[config.mk]
export PLATFORM = sky130hd
export DESIGN_NAME = psg_stereo_mix
export DESIGN_NICKNAME = d
export VERILOG_FILES = /design/src/rtl/psg_mix_pkg.sv /design/src/rtl/psg_mix_accum.sv /design/src/rtl/psg_stereo_mix.sv
export SDC_FILE = /design/constraint.sdc
export NUM_CORES = 1
export LEC_CHECK = 0
export CELL_PAD_IN_SITES_DETAIL_PLACEMENT = 0
export CELL_PAD_IN_SITES_GLOBAL_PLACEMENT = 1
export CORE_MARGIN = 3
export CORE_UTILIZATION = 40
export CTS_BUF_LIST = sky130_fd_sc_hd__clkbuf_8
export DETAILED_ROUTE_END_ITERATION = 7
export PLACE_DENSITY = 0.81
export SYNTH_ARGS = -nofsm -noshare
export SYNTH_HDL_FRONTEND = slang
export SYNTH_SLANG_ARGS = --single-unit
[constraint.sdc]
create_clock -name CLK -period 4 [get_ports CLK]
set_input_delay 0.8 -clock CLK [delete_from_list [all_inputs] [get_ports CLK]]
set_output_delay 0.8 -clock CLK [all_outputs]
set_load 0.005 [all_outputs]
[src/rtl/psg_mix_pkg.sv]
// psg_mix_pkg: shared types, constants and the panning matrix for the PSG stereo mixer.
package psg_mix_pkg;

   localparam int SUM_W    = 10;
   localparam int MIDPOINT = 383;

   typedef enum logic [1:0] {MONO = 2'd0, ABC = 2'd1, ACB = 2'd2} stereo_mode_t;

   typedef struct packed {
      logic [SUM_W-1:0] l;
      logic [SUM_W-1:0] r;
   } mix_t;

   // STEREO=11 is an alias for mono
   function automatic stereo_mode_t decode_mode(input logic [1:0] stereo);
      return stereo == 2'b01 ? ABC : stereo == 2'b10 ? ACB : MONO;
   endfunction

   function automatic mix_t mix_matrix(input stereo_mode_t mode, input logic [7:0] a, input logic [7:0] b,
                                       input logic [7:0] c);
      logic [SUM_W-1:0] ea, eb, ec;
      mix_t m;
      ea  = SUM_W'(a);
      eb  = SUM_W'(b);
      ec  = SUM_W'(c);
      m.l = mode == ABC ? (ea << 1) + eb : mode == ACB ? (ea << 1) + ec : ea + eb + ec;
      m.r = mode == ABC ? eb + (ec << 1) : mode == ACB ? (eb << 1) + ec : ea + eb + ec;
      return m;
   endfunction

endpackage

[src/rtl/psg_mix_accum.sv]
// psg_mix_accum: one-channel box-car accumulator with averaging, DC removal and scaling.
module psg_mix_accum
   import psg_mix_pkg::*;
#(
   parameter int DECIM = 8,
   parameter int OUT_W = 16
) (
   input  logic                    CLK,
   input  logic                    RESET_N,
   input  logic                    clear,
   input  logic                    step,
   input  logic                    last,
   input  logic [SUM_W-1:0]        sample,
   output logic signed [OUT_W-1:0] pcm
);

   localparam int LG    = $clog2(DECIM);
   localparam int ACC_W = SUM_W + LG;

   logic [ACC_W-1:0] acc, acc_next;
   logic [SUM_W-1:0] avg;
   logic signed [10:0] dc;

   // pcm reflects the window including the current sample, so it is valid on the completing CE
   assign acc_next = acc + ACC_W'(sample);
   assign avg      = SUM_W'(acc_next >> LG);
   assign dc       = $signed({1'b0, avg}) - $signed(11'(MIDPOINT));
   assign pcm      = {dc, {(OUT_W - 11){1'b0}}};

   always_ff @(posedge CLK or negedge RESET_N)
      if (!RESET_N)
         acc <= '0;
      else if (clear)
         acc <= '0;
      else if (step)
         acc <= last ? '0 : acc_next;

endmodule

[src/rtl/psg_stereo_mix.sv]
// psg_stereo_mix: pans three PSG channels to stereo, decimates by DECIM and presents
// signed PCM samples over a valid/ready handshake with a sticky overrun flag.
module psg_stereo_mix
   import psg_mix_pkg::*;
#(
   parameter int DECIM = 8,
   parameter int OUT_W = 16
) (
   input  logic                    CLK,
   input  logic                    RESET_N,
   input  logic                    CE,
   input  logic                    ENABLE,
   input  logic [1:0]              STEREO,
   input  logic [7:0]              CH_A,
   input  logic [7:0]              CH_B,
   input  logic [7:0]              CH_C,
   output logic signed [OUT_W-1:0] OUT_L,
   output logic signed [OUT_W-1:0] OUT_R,
   output logic                    OUT_VALID,
   input  logic                    OUT_READY,
   output logic                    OVERRUN
);

   localparam int LG = $clog2(DECIM);

   logic [LG-1:0] cnt;
   stereo_mode_t mode_q, mode_eff;
   mix_t mix;
   logic step, last, done;
   logic signed [OUT_W-1:0] pcm_l, pcm_r;

   // the first CE of a window uses STEREO directly and latches it for the rest of the window
   assign mode_eff = cnt == '0 ? decode_mode(STEREO) : mode_q;
   assign mix      = mix_matrix(mode_eff, CH_A, CH_B, CH_C);
   assign step     = CE & ENABLE;
   assign last     = cnt == LG'(DECIM - 1);
   assign done     = step & last;

   always_ff @(posedge CLK or negedge RESET_N)
      if (!RESET_N) begin
         cnt    <= '0;
         mode_q <= MONO;
      end else if (!ENABLE)
         cnt <= '0;
      else if (CE) begin
         cnt <= cnt + LG'(1);
         if (cnt == '0)
            mode_q <= mode_eff;
      end

   psg_mix_accum #(.DECIM(DECIM), .OUT_W(OUT_W)) u_acc_l (
      .CLK    (CLK),
      .RESET_N(RESET_N),
      .clear  (!ENABLE),
      .step   (step),
      .last   (last),
      .sample (mix.l),
      .pcm    (pcm_l)
   );

   psg_mix_accum #(.DECIM(DECIM), .OUT_W(OUT_W)) u_acc_r (
      .CLK    (CLK),
      .RESET_N(RESET_N),
      .clear  (!ENABLE),
      .step   (step),
      .last   (last),
      .sample (mix.r),
      .pcm    (pcm_r)
   );

   always_ff @(posedge CLK or negedge RESET_N)
      if (!RESET_N) begin
         OUT_L     <= '0;
         OUT_R     <= '0;
         OUT_VALID <= 1'b0;
         OVERRUN   <= 1'b0;
      end else if (done) begin
         OUT_L     <= pcm_l;
         OUT_R     <= pcm_r;
         OUT_VALID <= 1'b1;
         if (OUT_VALID && !OUT_READY)
            OVERRUN <= 1'b1;
      end else if (OUT_VALID && OUT_READY)
         OUT_VALID <= 1'b0;

endmodule

==> results by group <==
STA
  • Worst slew pin tran: approximately 0.70 ns
  • Final min period: 4.854 ns
  • Final Hold Viols: 0
  • Layout Skew: 0.01271 ns
  • RSZ-0062 raised after global routing: true
  • Sum Neg Setup Slack: -11.80 ns
  • Peak Freq: 206.0 MHz
  • Final worst setup slack: -0.8538 ns
  • Setup violators final: 29
  • Slew Viols, Final: 0
  • Slew Limit Headroom: 0.5304
  • Final period util: 1.213

Global route
  • Global-route wire length before repair: roughly 25 mm
  • Initial antenna violation count: 0
  • All-layer global routing usage: 0.2086
  • Pin count of the biggest net entering global routing: 43
  • GRT overflow: 0
  • Vias in the first global route: roughly 5500

Placement
  • I/O Buffers: 54
  • Placed Cells: slightly below 1000
  • Final HPWL DP: 11.85 mm
  • Place WS: -1.662 ns
  • Placed instance area: roughly 0.0075 mm²
  • Routability congestion estimate: a little under 0.9

Power
  • Total Power: roughly 5.7 mW
  • Clock power frac: 0.059
  • Internal Pwr Total: 3.242 mW
  • P per Cell Area: between 600 and 700 mW/mm²
  • Worst IR Drop VDD: roughly 0.32 mV
  • Leak pwr: ~4.0 nW
  • Combinational group share of total power: 0.813
  • Sequential Power Share: 0.129
  • Psw: ~2.4 mW
  • Sw frac: 0.4299

Finish
  • Most common cell after layout, fill and taps aside: buf_4
  • Area delta synth->final: 55.57%
  • Antenna Cells: 0
  • Nets: just under 1000
  • Post-layout instance area: 0.008446 mm²
  • Fin cells: 1032
  • Most frequent cells in the layout: buf_4 (173), nand2_1 (68), dfrtp_1 (55), ha_1 (52), clkdlybuf4s50_1 (39)
  • Share of cells above drive strength 1: 0.3744

CTS
  • # H-tree levels: 2
  • CTS tree: done
  • Hold_buf cts: 0
  • Worst skew pair latency: between 0.3 and 0.4 ns
  • Clock buffer depth: 2
  • CTS buffer count: 5
  • Root buf cell: clkbuf_8
  • Worst-path clk slew: about 0.11 ns
  • Num Clock Sinks: 55

Route
  • Vias/cell: 5.280
  • Number of DRC markers in iteration 0: ~330
  • Final ANT Viol Nets: 0
  • Post-Route WL: 15.93 mm
  • Metal3 WL: 562 µm
  • Residual DRC: 0
  • Post-Route M1 WL: about 6.8 mm
  • Pre-antenna DRT Iters: 5
  • WL met2: ~8.1 mm
  • Via count: approximately 5400
  • Wirelength per Cell: roughly 15 µm
  • Uppermost layer routed: met4

Worst setup path
  • CP endpoint kind: register
  • Critical path class: input pin to register
  • R2R depth: 20
  • CP Data Required Time: between 4 and 5 ns
  • Worst reg2reg path startpoint: cnt[0]
  • Startpoint Class: input pin
  • Max FO, Critical Path: 4
  • Reg2reg end: OUT_R[14]
  • R2r setup slk: -0.33 ns
  • Worst EP arrival: about 5.1 ns

Outcome
  • Failing checks: negative setup slack
  • Status: finished, violations left

Synthesis
  • Gate count of the mapped netlist: 617
  • Share of Yosys cell area claimed by the top area cell type: 0.2535
  • Syn Std Cell Area: around 0.0054 mm²
  • Post-synth EDFFs: 0
  • Synth area leader: dfrtp_1
  • YS warnings: 0
  • Top FF cell, synth: dfrtp_1
  • Seq/Total Area, Yosys: 0.2535
  • Area contributors post-synth: dfrtp_1 (25%), ha_1 (14%), fa_1 (5.5%)
  • Post-synthesis async set-or-reset flop share: 1.000
  • Syn Area/Cell: 8.799 µm²
  • Netlist cell types: 63
  • Synth Register Bits: between 50 and 60

Min path
  • Worst hold path cell count: 2
  • Sink of the worst hold path: OUT_L[15]
  • Worst hold path startpoint: OUT_L[15]
  • Min-delay worst type: register to register

Run
  • Max_cap viols: 0

Floorplan
  • DIE AREA: between 0.015 and 0.02 mm²
  • Die height: ~120 µm
  • Row count: 41
  • IO Pins: 65
  • Core area: roughly 0.013 mm²
  • Die X: between 100 and 150 µm
  • Initial Utilization: 0.4200
## worst max-delay path by stage
stage | startpoint | endpoint | depth (start not counted)
floorplan | CH_C[1] | OUT_R[14] | 23
global placement | CH_C[1] | OUT_R[14] | 25
detailed placement | CH_C[1] | OUT_R[14] | 25
CTS | CH_B[1] | OUT_R[14] | 26
global route | CH_B[1] | OUT_R[14] | 25
finish | CH_B[1] | OUT_R[14] | 23
## flip-flops by register name, indices dropped and copies added, names as in the netlist
signal       count
OUT_R           11
OVERRUN          1
OUT_L           11
u_acc_r.acc     13
u_acc_l.acc     13
mode_q           2
OUT_VALID        1
cnt              3
## cell type report
| type | instances | area [µm²] |
|---|---|---|
| Clock buffer | 5 | 68.82 |
| Clock inverter | 3 | 22.52 |
| Fill cell | 1035 | 4482 |
| Inverter | 45 | 203.9 |
| Multi-Input combinational cell | 500 | 4428 |
| Sequential cell | 55 | 1376 |
| Tap cell | 172 | 215.2 |
| Timing Repair Buffer | 252 | 2131 |
## metrics by stage
step / util / hold slack [ns]
after floorplan: - / 0.4563
after global placement: 0.5798 / 0.4595
after detailed placement: 0.5798 / 0.4702
after CTS: 0.6233 / 0.4932
after global routing: 0.6533 / 0.5242
final: 0.6533 / 0.4907
## worst max-delay path: stages
cell	delay (ns)
buf_12	0.11
inv_12	0.04
fa_2	0.42
inv_2	0.08
ha_4	0.13
inv_2	0.04
fa_2	0.37
buf_4	0.15
buf_6	0.10
buf_4	0.13
xnor2_2	0.12
nand2_1	0.10
o221ai_2	0.11
ha_1	0.33
o21ai_1	0.15
or4b_4	0.54
nand4_4	0.13
nand3_4	0.09
nor4_4	0.38
o22ai_2	0.11
nor4_2	0.33
xor2_1	0.21
o21ai_1	0.09
## routing by layer
layer  GRT usage  vias to the layer above
met5           0                        -
met4     0.07138                        0
met3     0.01797                       41
met2      0.3793                      125
met1      0.2586                     2623
li1            -                     2660
## cells in the mapped netlist, types with 5 or more instances
master    number
nand2b_1       7
ha_1          62
a31oi_1        5
and3_1         5
o21ai_0       43
nand3_1       14
mux2i_1        5
dfrtp_1       55
xnor2_1       32
fa_1          15
o21bai_1      17
inv_1         45
o21a_1         5
o221ai_1       6
and2_1         5
xor2_1        24
clkbuf_1      14
a221o_1        5
nand2_1       72
o211ai_1       6
a21o_1        17
nor2b_1        7
nor2_1        28
a21oi_1       40
a22o_1        15
buf_4         10
## power groups by stage
stage / Sequential (mW) / Clock (mW) / Combinational (mW)
4_1_cts: 0.727 / 0.341 / 3.98
2_1_floorplan: 0.705 / 0 / 1.95
6_report: 0.732 / 0.333 / 4.62
3_3_place_gp: 0.728 / 0 / 3.18
3_5_place_dp: 0.730 / 0 / 3.28
5_1_grt: 0.744 / 0.361 / 4.95
## logic make-up (layout without fill, tap and decap cells)
family	Yosys count	after routing	share of synthesized area
compound gates	189	189	0.2411
simple gates	162	162	0.1477
fa+ha+maj	77	77	0.1982
buf+inv	71	305	0.05623
xor+xnor	57	57	0.09334
flops	55	55	0.2535
mux	5	5	0.009219
other cells	1	10	0.0006907
## timing repair
item / in CTS / in global routing
gates resized for setup: 110 / 57
endpoints found under the setup margin: 37 / 34
buffers inserted: 18 / 23
pin swaps: 62 / 63
Power figures use the tool's default switching activity.
